**config.mk**
```make
export PLATFORM = sky130hd
export DESIGN_NAME = systolic_feeder_flat
export DESIGN_NICKNAME = d
export VERILOG_FILES = /design/src/rtl/systolic_feeder_pkg.sv /design/src/rtl/systolic_feeder_if.sv /design/src/rtl/systolic_feeder_skew_delay_line.sv /design/src/rtl/systolic_feeder.sv /design/src/flat_wrapper.sv
export SDC_FILE = /design/constraint.sdc
export NUM_CORES = 1
export LEC_CHECK = 0
export CORE_MARGIN = 2
export CORE_UTILIZATION = 46
export CTS_CLUSTER_SIZE = 16
export DETAILED_ROUTE_END_ITERATION = 8
export GPL_TIMING_DRIVEN = 0
export PLACE_DENSITY_LB_ADDON = 0.12
export REMOVE_ABC_BUFFERS = 1
export SKIP_CTS_REPAIR_TIMING = 1
export SYNTH_ARGS = -nofsm -noshare
export SYNTH_HDL_FRONTEND = slang
export SYNTH_SLANG_ARGS = --single-unit
```
**constraint.sdc**
```tcl
create_clock -name clk -period 21.8 [get_ports clk]
set_input_delay 5.45 -clock clk [delete_from_list [all_inputs] [get_ports clk]]
set_output_delay 5.45 -clock clk [all_outputs]
set_load 0.01 [all_outputs]
```
**src/rtl/systolic_feeder_pkg.sv**
```systemverilog
// Shared types and constants for the systolic array edge feeder.
package systolic_feeder_pkg;

  localparam int DATA_W = 8;

  typedef enum logic [1:0] {
    IDLE   = 2'd0,
    LOAD_W = 2'd1,
    STREAM = 2'd2,
    FLUSH  = 2'd3
  } state_t;

  // Skew drain (SIZE-1) plus psum fall-through (SIZE).
  function automatic int flush_len(input int size);
    return 2 * size - 1;
  endfunction

endpackage

```
**src/rtl/systolic_feeder_if.sv**
```systemverilog
// Streams in from the on-chip buffers and edge signals out to the PE array.
interface systolic_feeder_if
  import systolic_feeder_pkg::*;
#(
  parameter int SIZE = 8
);

  logic [SIZE-1:0][DATA_W-1:0] i_weight_row;
  logic                        i_weight_row_valid;
  logic                        o_weight_row_ready;
  logic [SIZE-1:0][DATA_W-1:0] i_act_vec;
  logic                        i_act_vec_valid;
  logic                        i_act_vec_last;
  logic                        o_act_vec_ready;
  logic [SIZE-1:0][DATA_W-1:0] o_weight_out;
  logic                        o_weight_out_valid;
  logic [SIZE-1:0][DATA_W-1:0] o_activation_out;
  logic [SIZE-1:0]             o_row_valid_out;
  logic                        o_busy;
  logic                        o_done;
  logic                        o_weights_loaded;

  modport slave (
    input  i_weight_row, i_weight_row_valid, i_act_vec, i_act_vec_valid, i_act_vec_last,
    output o_weight_row_ready, o_act_vec_ready, o_weight_out, o_weight_out_valid,
           o_activation_out, o_row_valid_out, o_busy, o_done, o_weights_loaded
  );

  modport master (
    output i_weight_row, i_weight_row_valid, i_act_vec, i_act_vec_valid, i_act_vec_last,
    input  o_weight_row_ready, o_act_vec_ready, o_weight_out, o_weight_out_valid,
           o_activation_out, o_row_valid_out, o_busy, o_done, o_weights_loaded
  );

endinterface

```
**src/rtl/systolic_feeder_skew_delay_line.sv**
```systemverilog
// DEPTH-stage register chain; DEPTH = 0 is a straight wire.
module skew_delay_line #(
  parameter int DEPTH = 1,
  parameter int WIDTH = 9
) (
  input  logic             clk,
  input  logic             rst,
  input  logic [WIDTH-1:0] i_d,
  output logic [WIDTH-1:0] o_q
);

  generate
    if (DEPTH == 0) begin : g_pass
      logic w_unused;
      assign w_unused = clk ^ rst;
      assign o_q      = i_d;
    end else begin : g_pipe
      logic [DEPTH-1:0][WIDTH-1:0] r_pipe;
      always_ff @(posedge clk or posedge rst) begin
        if (rst) begin
          r_pipe <= '0;
        end else begin
          r_pipe[0] <= i_d;
          for (int i = 1; i < DEPTH; i++) r_pipe[i] <= r_pipe[i-1];
        end
      end
      assign o_q = r_pipe[DEPTH-1];
    end
  endgenerate

endmodule

```
**src/rtl/systolic_feeder.sv**
```systemverilog
// Weight loader and diagonally skewed activation injector for a SIZE x SIZE
// weight-stationary array; holds the array quiet until all psums drain.
module systolic_feeder
  import systolic_feeder_pkg::*;
#(
  parameter int SIZE  = 8,
  parameter int CNT_W = $clog2(2 * SIZE)
) (
  input logic clk,
  input logic rst,
  systolic_feeder_if.slave bus
);

  localparam int FLUSH_LEN = flush_len(SIZE);

  state_t                      r_state, w_state_nxt;
  logic [CNT_W-1:0]            r_cnt, w_cnt_nxt;
  logic                        r_loaded, w_loaded_nxt;
  logic                        w_w_ready, w_a_ready;
  logic                        w_w_hs, w_a_hs;
  logic                        w_done_nxt;

  logic [SIZE-1:0][DATA_W-1:0] r_weight;
  logic                        r_weight_vld;
  logic [SIZE-1:0][DATA_W-1:0] r_inj_vec;
  logic                        r_inj_vld;
  logic                        r_done;
  logic [SIZE-1:0][DATA_W:0]   w_skew_q;

  always_ff @(posedge clk or posedge rst) begin
    if (rst) begin
      r_state  <= IDLE;
      r_cnt    <= '0;
      r_loaded <= 1'b0;
    end else begin
      r_state  <= w_state_nxt;
      r_cnt    <= w_cnt_nxt;
      r_loaded <= w_loaded_nxt;
    end
  end

  always_comb begin
    w_state_nxt  = r_state;
    w_cnt_nxt    = r_cnt;
    w_loaded_nxt = r_loaded;
    w_w_ready    = 1'b0;
    w_a_ready    = 1'b0;
    w_w_hs       = 1'b0;
    w_a_hs       = 1'b0;
    w_done_nxt   = 1'b0;
    case (r_state)
      IDLE: begin
        w_w_ready = 1'b1;
        w_a_ready = r_loaded;
        // A pending weight row always beats a pending vector.
        w_w_hs    = bus.i_weight_row_valid;
        w_a_hs    = bus.i_act_vec_valid && r_loaded && !bus.i_weight_row_valid;
        if (w_w_hs) begin
          w_state_nxt = LOAD_W;
          w_cnt_nxt   = CNT_W'(1);
        end else if (w_a_hs) begin
          w_state_nxt = bus.i_act_vec_last ? FLUSH : STREAM;
          w_cnt_nxt   = '0;
        end
      end
      LOAD_W: begin
        w_w_ready = 1'b1;
        w_w_hs    = bus.i_weight_row_valid;
        if (w_w_hs) begin
          if (r_cnt == CNT_W'(SIZE - 1)) begin
            w_state_nxt  = STREAM;
            w_loaded_nxt = 1'b1;
            w_cnt_nxt    = '0;
          end else begin
            w_cnt_nxt = r_cnt + 1'b1;
          end
        end
      end
      STREAM: begin
        w_a_ready = 1'b1;
        w_a_hs    = bus.i_act_vec_valid;
        if (w_a_hs && bus.i_act_vec_last) begin
          w_state_nxt = FLUSH;
          w_cnt_nxt   = '0;
        end
      end
      FLUSH: begin
        if (r_cnt == CNT_W'(FLUSH_LEN - 1)) begin
          w_state_nxt = IDLE;
          w_cnt_nxt   = '0;
          w_done_nxt  = 1'b1;
        end else begin
          w_cnt_nxt = r_cnt + 1'b1;
        end
      end
      default: w_state_nxt = IDLE;
    endcase
  end

  // Non-handshake cycles inject zero bubbles so the array never sees stale data.
  always_ff @(posedge clk or posedge rst) begin
    if (rst) begin
      r_weight     <= '0;
      r_weight_vld <= 1'b0;
      r_inj_vec    <= '0;
      r_inj_vld    <= 1'b0;
      r_done       <= 1'b0;
    end else begin
      r_weight     <= w_w_hs ? bus.i_weight_row : '0;
      r_weight_vld <= w_w_hs;
      r_inj_vec    <= w_a_hs ? bus.i_act_vec : '0;
      r_inj_vld    <= w_a_hs;
      r_done       <= w_done_nxt;
    end
  end

  genvar r;
  generate
    for (r = 0; r < SIZE; r++) begin : g_row
      skew_delay_line #(
        .DEPTH (r),
        .WIDTH (DATA_W + 1)
      ) u_skew (
        .clk (clk),
        .rst (rst),
        .i_d ({r_inj_vld, r_inj_vec[r]}),
        .o_q (w_skew_q[r])
      );
      assign bus.o_activation_out[r] = w_skew_q[r][DATA_W-1:0];
      assign bus.o_row_valid_out[r]  = w_skew_q[r][DATA_W];
    end
  endgenerate

  assign bus.o_weight_row_ready = w_w_ready;
  assign bus.o_act_vec_ready    = w_a_ready;
  assign bus.o_weight_out       = r_weight;
  assign bus.o_weight_out_valid = r_weight_vld;
  assign bus.o_busy             = (r_state != IDLE);
  assign bus.o_done             = r_done;
  assign bus.o_weights_loaded   = r_loaded;

endmodule

```
**src/flat_wrapper.sv**
```systemverilog
// flat-port wrapper written by rule: the top's interface ports become plain ports
module systolic_feeder_flat import systolic_feeder_pkg::*;
#(
  parameter int SIZE  = 8,
  parameter int CNT_W = $clog2(2 * SIZE)
)
  (clk, rst, bus_i_weight_row, bus_i_weight_row_valid, bus_i_act_vec, bus_i_act_vec_valid, bus_i_act_vec_last, bus_o_weight_row_ready, bus_o_act_vec_ready, bus_o_weight_out, bus_o_weight_out_valid, bus_o_activation_out, bus_o_row_valid_out, bus_o_busy, bus_o_done, bus_o_weights_loaded);
  systolic_feeder_if #(.SIZE(SIZE)) bus_i ();
  input logic clk;
  input logic rst;
  input wire logic [$bits(bus_i.i_weight_row)-1:0] bus_i_weight_row;
  input wire logic [$bits(bus_i.i_weight_row_valid)-1:0] bus_i_weight_row_valid;
  input wire logic [$bits(bus_i.i_act_vec)-1:0] bus_i_act_vec;
  input wire logic [$bits(bus_i.i_act_vec_valid)-1:0] bus_i_act_vec_valid;
  input wire logic [$bits(bus_i.i_act_vec_last)-1:0] bus_i_act_vec_last;
  output wire logic [$bits(bus_i.o_weight_row_ready)-1:0] bus_o_weight_row_ready;
  output wire logic [$bits(bus_i.o_act_vec_ready)-1:0] bus_o_act_vec_ready;
  output wire logic [$bits(bus_i.o_weight_out)-1:0] bus_o_weight_out;
  output wire logic [$bits(bus_i.o_weight_out_valid)-1:0] bus_o_weight_out_valid;
  output wire logic [$bits(bus_i.o_activation_out)-1:0] bus_o_activation_out;
  output wire logic [$bits(bus_i.o_row_valid_out)-1:0] bus_o_row_valid_out;
  output wire logic [$bits(bus_i.o_busy)-1:0] bus_o_busy;
  output wire logic [$bits(bus_i.o_done)-1:0] bus_o_done;
  output wire logic [$bits(bus_i.o_weights_loaded)-1:0] bus_o_weights_loaded;
  assign bus_i.i_weight_row = bus_i_weight_row;
  assign bus_i.i_weight_row_valid = bus_i_weight_row_valid;
  assign bus_i.i_act_vec = bus_i_act_vec;
  assign bus_i.i_act_vec_valid = bus_i_act_vec_valid;
  assign bus_i.i_act_vec_last = bus_i_act_vec_last;
  assign bus_o_weight_row_ready = bus_i.o_weight_row_ready;
  assign bus_o_act_vec_ready = bus_i.o_act_vec_ready;
  assign bus_o_weight_out = bus_i.o_weight_out;
  assign bus_o_weight_out_valid = bus_i.o_weight_out_valid;
  assign bus_o_activation_out = bus_i.o_activation_out;
  assign bus_o_row_valid_out = bus_i.o_row_valid_out;
  assign bus_o_busy = bus_i.o_busy;
  assign bus_o_done = bus_i.o_done;
  assign bus_o_weights_loaded = bus_i.o_weights_loaded;
  systolic_feeder #(.SIZE(SIZE), .CNT_W(CNT_W)) u_core (.clk(clk), .rst(rst), .bus(bus_i));
endmodule
```
* Word-level counts from Yosys, hierarchy flattened *
Index checks and enable logic that the tools add are counted.

operators by class
  equal/unequal tests = 10
  add/subtract/negate cells = 1
  multiplexer cells = 23
  reductions and logical operators = 10

operator list
  operator                                        number
  two-way mux 64 bit                              2
  two-way mux 4 bit                               6
  case mux 4 bit (4 select lines)                 1
  two-way mux 2 bit                               6
  case mux 2 bit (4 select lines)                 1
  != test 2 x 1 -> 1 bit (second input constant)  3
  AND reduction 3 bit                             2
  two-way mux 1 bit                               5
  AND reduction 5 bit                             1
  adder 4 x 1 -> 4 bit (second input constant)    1
  == test 2 bit (second input constant)           2
  == test 4 x 3 -> 1 bit (second input constant)  1
  == test 4 bit (second input constant)           1
  case mux 1 bit (2 select lines)                 2
  logical AND 1 bit                               3
  != test 3 x 2 -> 1 bit (second input constant)  1
  == test 2 x 1 -> 1 bit (second input constant)  1
  logical NOT 2 bit                               1
  != test 2 bit (second input constant)           1
  nonzero test 2 bit                              1
  OR reduction 2 bit                              1
  logical NOT 1 bit                               1

storage, ports and cells
  register bits after elaboration = 390

* Logic depth before layout (Yosys ltp) *
Gate-level depths: netlist of run 1.

  word-level depth = 5
  gate-level depth with buffers = 8
  depth with buffers taken out = 6

* Modules after synthesis *
From an unflattened synthesis of run 1, not the netlist that was laid out.

second synthesis, totals
  cells, all modules = 660
  area total of the unflattened synthesis = 11551.1 um2

modules (own cells, without submodules)
  module                                     cells an instance  area an instance (um2)  sequential area each (um2)  times used
  systolic_feeder                            338                4745.8                  3453.3                      1
  skew_delay_line at u_core.g_row[7].u_skew  73                 1647.8                  1576.5                      1
  skew_delay_line at u_core.g_row[6].u_skew  64                 1422.6                  1351.3                      1
  skew_delay_line at u_core.g_row[5].u_skew  55                 1197.4                  1126.1                      1
  skew_delay_line at u_core.g_row[4].u_skew  46                 972.2                   900.9                       1
  skew_delay_line at u_core.g_row[3].u_skew  37                 747.0                   675.6                       1
  skew_delay_line at u_core.g_row[2].u_skew  28                 521.8                   450.4                       1
  skew_delay_line at u_core.g_row[1].u_skew  10                 229.0                   225.2                       1
  skew_delay_line at u_core.g_row[0].u_skew  9                  67.6                    0.0                         1

* Worst setup path after synthesis of run 1 *
No wires, ideal clock.

  path type = flip-flop to output port
  start = register u_core.r_state[1]
  end = output bus_o_weight_row_ready
  stages on the path, launching flop included = 5
  path slack = 15.187 ns
  arrival time = 1.163 ns
  cells stage by stage = dfrtp_1 inv_1 ha_1 or2_2 clkbuf_1

on the way
  longest elaborated chain between the ends = 3

RTL lines
  item                                                         RTL line               source
  from (decl)                                                  systolic_feeder.sv:16  state_t r_state, w_state_nxt;
  from (signal assigned)                                       systolic_feeder.sv:36  r_state <= w_state_nxt;
  == test 2 x 1 -> 1 bit or logical NOT 2 bit (tied branches)  systolic_feeder.sv:51  case (r_state)
  OR reduction 2 bit (no source line) *                        --
  two-way mux 1 bit *                                          systolic_feeder.sv:51
  to (decl)                                                    flat_wrapper.sv:16     output wire logic [$bits(bus_i.o_weight_row_ready)-1:0] bus_o_weight_row_ready;

Mark *: on every way between the ends. The rest lies on a longest branch, timed or not.

* Final worst setup path of run 1 *
Ends and elaborated chain as after synthesis.

==> results of run 1 <==
[through the flow]
stage,area (um^2),setup slack [ns],hold WS (ns),std cells
detailed placement,13700,14.07,0.335,1144
floorplan,10400,6.10,0.331,547
CTS,15000,13.50,0.341,1211
global route,15000,13.34,0.348,1211
global placement,13600,2.85,0.331,1140
finish,15000,13.48,0.339,1211
[metal layers]
metal | global-route usage | part of all wire
met1 | 0.188 | 0.38
met2 | 0.252 | 0.50
met3 | 0.0597 | 0.084
met4 | 0.0622 | 0.030
met5 | 0 | 0
[layout make-up]
cell class	instances	area, um^2
sequential	369	9230
inverter	7	33.8
clock buffer	51	1060
fill	1726	8430
timing repair buffer	278	2850
clock inverter	16	225
tap	319	399
multi-input combinational	171	1170
[state kept, by name, summed over array words and instances, names as in the netlist]
signal	count
u_core.r_state	2
u_core.r_inj_vld	1
u_core.bus.o_weight_out_valid	1
u_core.bus.o_weight_out	64
u_core.g_row.u_skew.o_q	63
u_core.r_inj_vec	64
u_core.bus.o_done	1
u_core.r_cnt	4
u_core.g_row.u_skew.g_pipe.r_pipe	168
u_core.bus.o_weights_loaded	1
[path summary, 6_finish.rpt]
check | end | slack [ns] | cells after the start
worst max-delay path | bus_o_weight_row_ready | 13.48 | 4
worst min-delay path | u_core.g_row[4].u_skew.g_pipe.r_pipe[9] | 0.34 | 0
worst max register to register | u_core.r_state[0] | 19.34 | 6
worst min register to register | u_core.g_row[4].u_skew.g_pipe.r_pipe[9] | 0.34 | 0
max in group asynchronous | u_core.r_inj_vec[7] | 15.14 | 4
min in group asynchronous | u_core.g_row[7].u_skew.o_q[8] | 5.38 | 2
[logic make-up (layout without fill, tap and decap cells)]
group	after synthesis	count (layout)
mux	4	4
fa+ha+maj	7	7
flops	369	369
buf+inv	84	352
compound gates	11	11
simple gates	149	149
[where the power goes]
group | internal (mW) | switching, mW
logic | 0.155 | 0.136
registers | 0.796 | 0.0330
clock network | 0.401 | 0.247
[placed cells by master, fill, tap and decap left out, types with 4 or more instances in the layout]
cell             netlist  final
bufinv_16              0      5
dfrtp_1              369    369
and2_1                66     66
buf_16                 0      4
clkdlybuf4s50_1        0    273
nor2_1                 6      6
inv_1                  7      6
clkbuf_8               0      8
clkinvlp_4             0      5
clkbuf_16              0     37
clkinv_2               0      4
clkbuf_1              20      6
and3_1                64     64
ha_1                   7      7
==> metrics, run 1 <==
status=completed; Synth cell types=33; clock slew at reported path FFs=~0.060 ns; Final ANT Viol Nets=0; largest net degree at the start of global routing=~110; family with the most delay on the worst path=buffers and inverters; first-pass GRT wire length=about 30000 um; CP Data Required Time=around 16 ns; Skew-Pair Late Insertion Delay=around 0.5 ns; Leakage Power=~7.4 nW; Arrival @ worst endpoint=2.87 ns; Syn-to-layout area delta=36.9%; worst r2r src=u_core.r_state[1]; Clock Path Buffers=3; CTS tree=built; slowest CP cell=or2_2; Final Slew Violations=0; post-synthesis mux area share=0.00378; Synth area leader=dfrtp_1; 1st-pass router iterations=4; Synth Register Bits=roughly 370; Post-synth EDFFs=0; Inserted Clock Buffers=37; Post-Synthesis Cells=approximately 620; layout cells sized above 1=0.0863; synth cell count leaders=dfrtp_1, and2_1, and3_1; Max Cap Viol=0; Period Utilization, post-route=0.381; cell with the most instances after synthesis=dfrtp_1; Vias/cell=approximately 4.4; Final Hold Viols=0; via count=approximately 5.4k; Setup crit start kind=flip-flop; io pins=between 200 and 300; H-tree depth=2; Synth top area share=0.844; GRT Residual Overflow=0; minimum clock period=just over 8 ns; number of diodes=0; Simple-Gate Fraction of Synth Area=0.0851; crit-path max FO=67; worst slew pin tran=~1.1 ns; post-synthesis sequential area ratio=0.844; starting density of the core=0.467; Worst Skew=around 0.010 ns; dpl hpwl=roughly 13000 um; critical path endpoint category=primary output; CORE AREA=23400 um^2; CP Cell Sequence=inv_1 -> ha_1 -> or2_2 -> clkdlybuf4s50_1; FFs w/ async S/R, synth=1.00; Fmax=120 MHz; gpl congestion=0.697; wire per inst=roughly 16 um; Syn Std Cell Area=10900 um^2; most area-consuming cells after synthesis=dfrtp_1, buf_4, and2_1; Routed WL=19100 um; Setup TNS Final=0 ns; post-synthesis xor/xnor area fraction=0; DRC violations left=0; Hold Path Origin=u_core.g_row[4].u_skew.g_pipe.r_pipe[0]; RSZ-0062 raised after global routing=false; die span in y=158 um; yosys warns=0; largest stage delay on the critical path=between 0.8 and 0.9 ns; nets=between 1k and 1.5k; vias in the first global route=about 5.7k; Overall Power=about 1.8 mW; post-synthesis compound-gate area fraction=0.0104; largest family of logic cells by synthesized area=simple AND/OR/NAND/NOR gates; endpoints failing setup=0; Die Area=between 20000 and 30000 um^2; Min-Delay Path Class=flip-flop to flip-flop; I/O Buffers=between 200 and 300; Avg Cell Area, Syn=about 18 um^2; Core Util, Final=0.640; critical path class=flip-flop to primary output; Post-Synth Adder-Cell Area=0.00801; Initial DRC Count=~310; Slew HR=0.297; Worst VDD drop=slightly above 0.07 mV; Core Rows=between 50 and 60; gr usage total=0.155; Buf/Inv on CP=2; PD cells=118 nW/um^2; Die X=roughly 160 um; Setup crit start=u_core.r_state[1]; initial antenna violation count=0; clock root buffer master=clkbuf_16; clock sink count=around 370; Main synth FF type=dfrtp_1
Note: power is estimated with default switching activity, not from simulation.
==> inputs of run 2 (changes only) <==
--- a/config.mk
+++ b/config.mk
@@ -6,7 +6,7 @@
 export NUM_CORES = 1
 export LEC_CHECK = 0
 export CORE_MARGIN = 2
-export CORE_UTILIZATION = 46
+export CORE_UTILIZATION = 43
 export CTS_CLUSTER_SIZE = 16
 export DETAILED_ROUTE_END_ITERATION = 8
 export GPL_TIMING_DRIVEN = 0
==> constraint.sdc (replaced) <==
create_clock -name clk -period 6.7 [get_ports clk]
set_input_delay 1.675 -clock clk [delete_from_list [all_inputs] [get_ports clk]]
set_output_delay 1.675 -clock clk [all_outputs]
set_load 0.01 [all_outputs]
==> run 2 against run 1 <==
Net effect:
- register-to-register slack worse by 15 ns
- setup slack worse by 11 ns
- largest power group unchanged
- core utilization down 4.5 points
- clock skew up 0.0066 ns
- hold slack worse by 0.0098 ns
- cell area shrank 0.18%
- routed wire length rose by 0.97%
- critical endpoint unchanged
- sequential power rose to 3.3 times the previous value
==> metrics, run 2 (synthesized netlist as in run 1, its figures left out) <==
status=completed; Setup crit start kind=flip-flop; DRC violations left=0; Min-Delay Path Class=flip-flop to flip-flop; Die X=163 um; Inserted Clock Buffers=38; R2R setup slack=4.25 ns; Die Area=26700 um^2; Routed WL=between 15000 and 20000 um; gpl congestion=~0.82; first-pass GRT wire length=roughly 31000 um; Syn-to-layout area delta=36.7%; crit path to=bus_o_weight_row_ready; H-tree depth=2; Slew HR=0.302; # fillers=approximately 1.9k; layout cells sized above 1=0.0906; starting density of the core=0.435; worst r2r src=u_core.r_state[1]; 1st-pass router iterations=4; placed instance area=between 10000 and 15000 um^2; Skew-Pair Late Insertion Delay=approximately 0.51 ns; Arrival @ worst endpoint=between 2 and 3 ns; clock sink count=369; Period Utilization, post-route=0.674; minimum clock period=roughly 4.5 ns; Core Rows=between 50 and 60; critical path class=flip-flop to primary output; initial antenna violation count=1; Vias/cell=4.44; endpoints failing setup=0; nets=about 1.0k; clock root buffer master=clkbuf_16; gr usage total=0.147; Fmax=between 200 and 250 MHz; critical path endpoint category=primary output; Leakage Power=approximately 7.4 nW; CTS tree=built; path depth of the worst reg2reg path=6; design area=approximately 15000 um^2; Overall Power=roughly 5.7 mW; RSZ-0062 raised after global routing=false; CORE AREA=~25000 um^2; Reg-to-Reg End=u_core.r_state[1]; largest net degree at the start of global routing=119; Setup TNS Final=0 ns; Final Hold Viols=0; commonest non-fill, non-tap cell in the layout=dfrtp_1; Clock Path Buffers=3; I/O Buffers=approximately 270; most flop-heavy register=u_core.g_row.u_skew.g_pipe.r_pipe; die span in y=roughly 160 um; io pins=~280; GRT Residual Overflow=0; via count=around 5.4k; Max Cap Viol=0; PD cells=~380 nW/um^2; Final Slew Violations=0; crit-path max FO=between 60 and 70; Worst VDD drop=0.200 mV; vias in the first global route=5780; Worst Skew=between 0.015 and 0.02 ns; most frequent cells in the layout=dfrtp_1, clkdlybuf4s50_1, and2_1; Largest register FFs=between 150 and 200; CP Data Required Time=roughly 5 ns; wire per inst=15.8 um; clock slew at reported path FFs=~0.06 ns; number of diodes=0; Final ANT Viol Nets=0; dpl hpwl=roughly 12000 um; worst slew pin tran=roughly 1.0 ns; Initial DRC Count=about 370; Setup crit start=u_core.r_state[1]
run 2: changes by cell type in the layout (fill, tap and decap cells not counted), sizes merged:
cell,delta
inv,+1
clkinv,+4
clkbuf,+3
bufinv,-5
clkinvlp,-1
run 2: worst max-delay path: stages (launching register included):
cell             delay [ns]
dfrtp_1                0.40
inv_1                  0.13
ha_1                   0.25
or2_2                  0.84
clkdlybuf4s50_1        0.70
run 2: metrics by stage:
stage,hold slack [ns],instances,util,worst slack [ns]
6_report,0.329,1224,0.595,2.18
5_1_grt,0.341,1224,0.595,2.00
4_1_cts,0.338,1224,0.595,2.17
3_5_place_dp,0.335,1155,0.545,2.73
3_3_place_gp,0.331,1151,0.541,-8.61
2_1_floorplan,0.331,547,-,-5.22
run 2: metal layers:
| layer | global-route usage | share of wire | vias to the layer above |
|---|---|---|---|
| li1 | - | - | 2416 |
| met1 | 0.181 | 0.39 | 2736 |
| met2 | 0.237 | 0.48 | 240 |
| met3 | 0.0589 | 0.11 | 35 |
| met4 | 0.0474 | 0.021 | 2 |
| met5 | 0 | 0.00067 | - |
run 2: layout make-up:
type                    count  area (um^2)  area share
inverters                   7         33.8     0.00226
multi-input cells         171         1170      0.0786
flip-flops and latches    369         9230       0.618
well taps                 330          413      0.0276
repair buffers            278         2840       0.190
clock inverters            15          108     0.00720
clock buffers              54         1140      0.0764
run 2: report_power, final:
| group | switching, mW | internal [mW] | total [mW] |
|---|---|---|---|
| Sequential | 0.111 | 2.59 | 2.70 |
| Combinational | 0.440 | 0.501 | 0.941 |
| Clock | 0.826 | 1.20 | 2.02 |
| Total | 1.38 | 4.29 | 5.67 |
run 2: how the worst min path moves through the flow:
stage,depth (start not counted),startpoint,to,slack (ns)
3_5_place_dp,0,u_core.r_inj_vec[23],u_core.g_row[2].u_skew.g_pipe.r_pipe[7],0.33
4_1_cts,0,u_core.g_row[6].u_skew.g_pipe.r_pipe[40],u_core.g_row[6].u_skew.o_q[4],0.34
5_1_grt,0,u_core.g_row[6].u_skew.g_pipe.r_pipe[40],u_core.g_row[6].u_skew.o_q[4],0.34
3_3_place_gp,0,u_core.r_inj_vec[34],u_core.g_row[4].u_skew.g_pipe.r_pipe[2],0.33
6_report,0,u_core.g_row[6].u_skew.g_pipe.r_pipe[40],u_core.g_row[6].u_skew.o_q[4],0.33
2_1_floorplan,0,u_core.r_inj_vec[8],u_core.g_row[1].u_skew.o_q[0],0.33
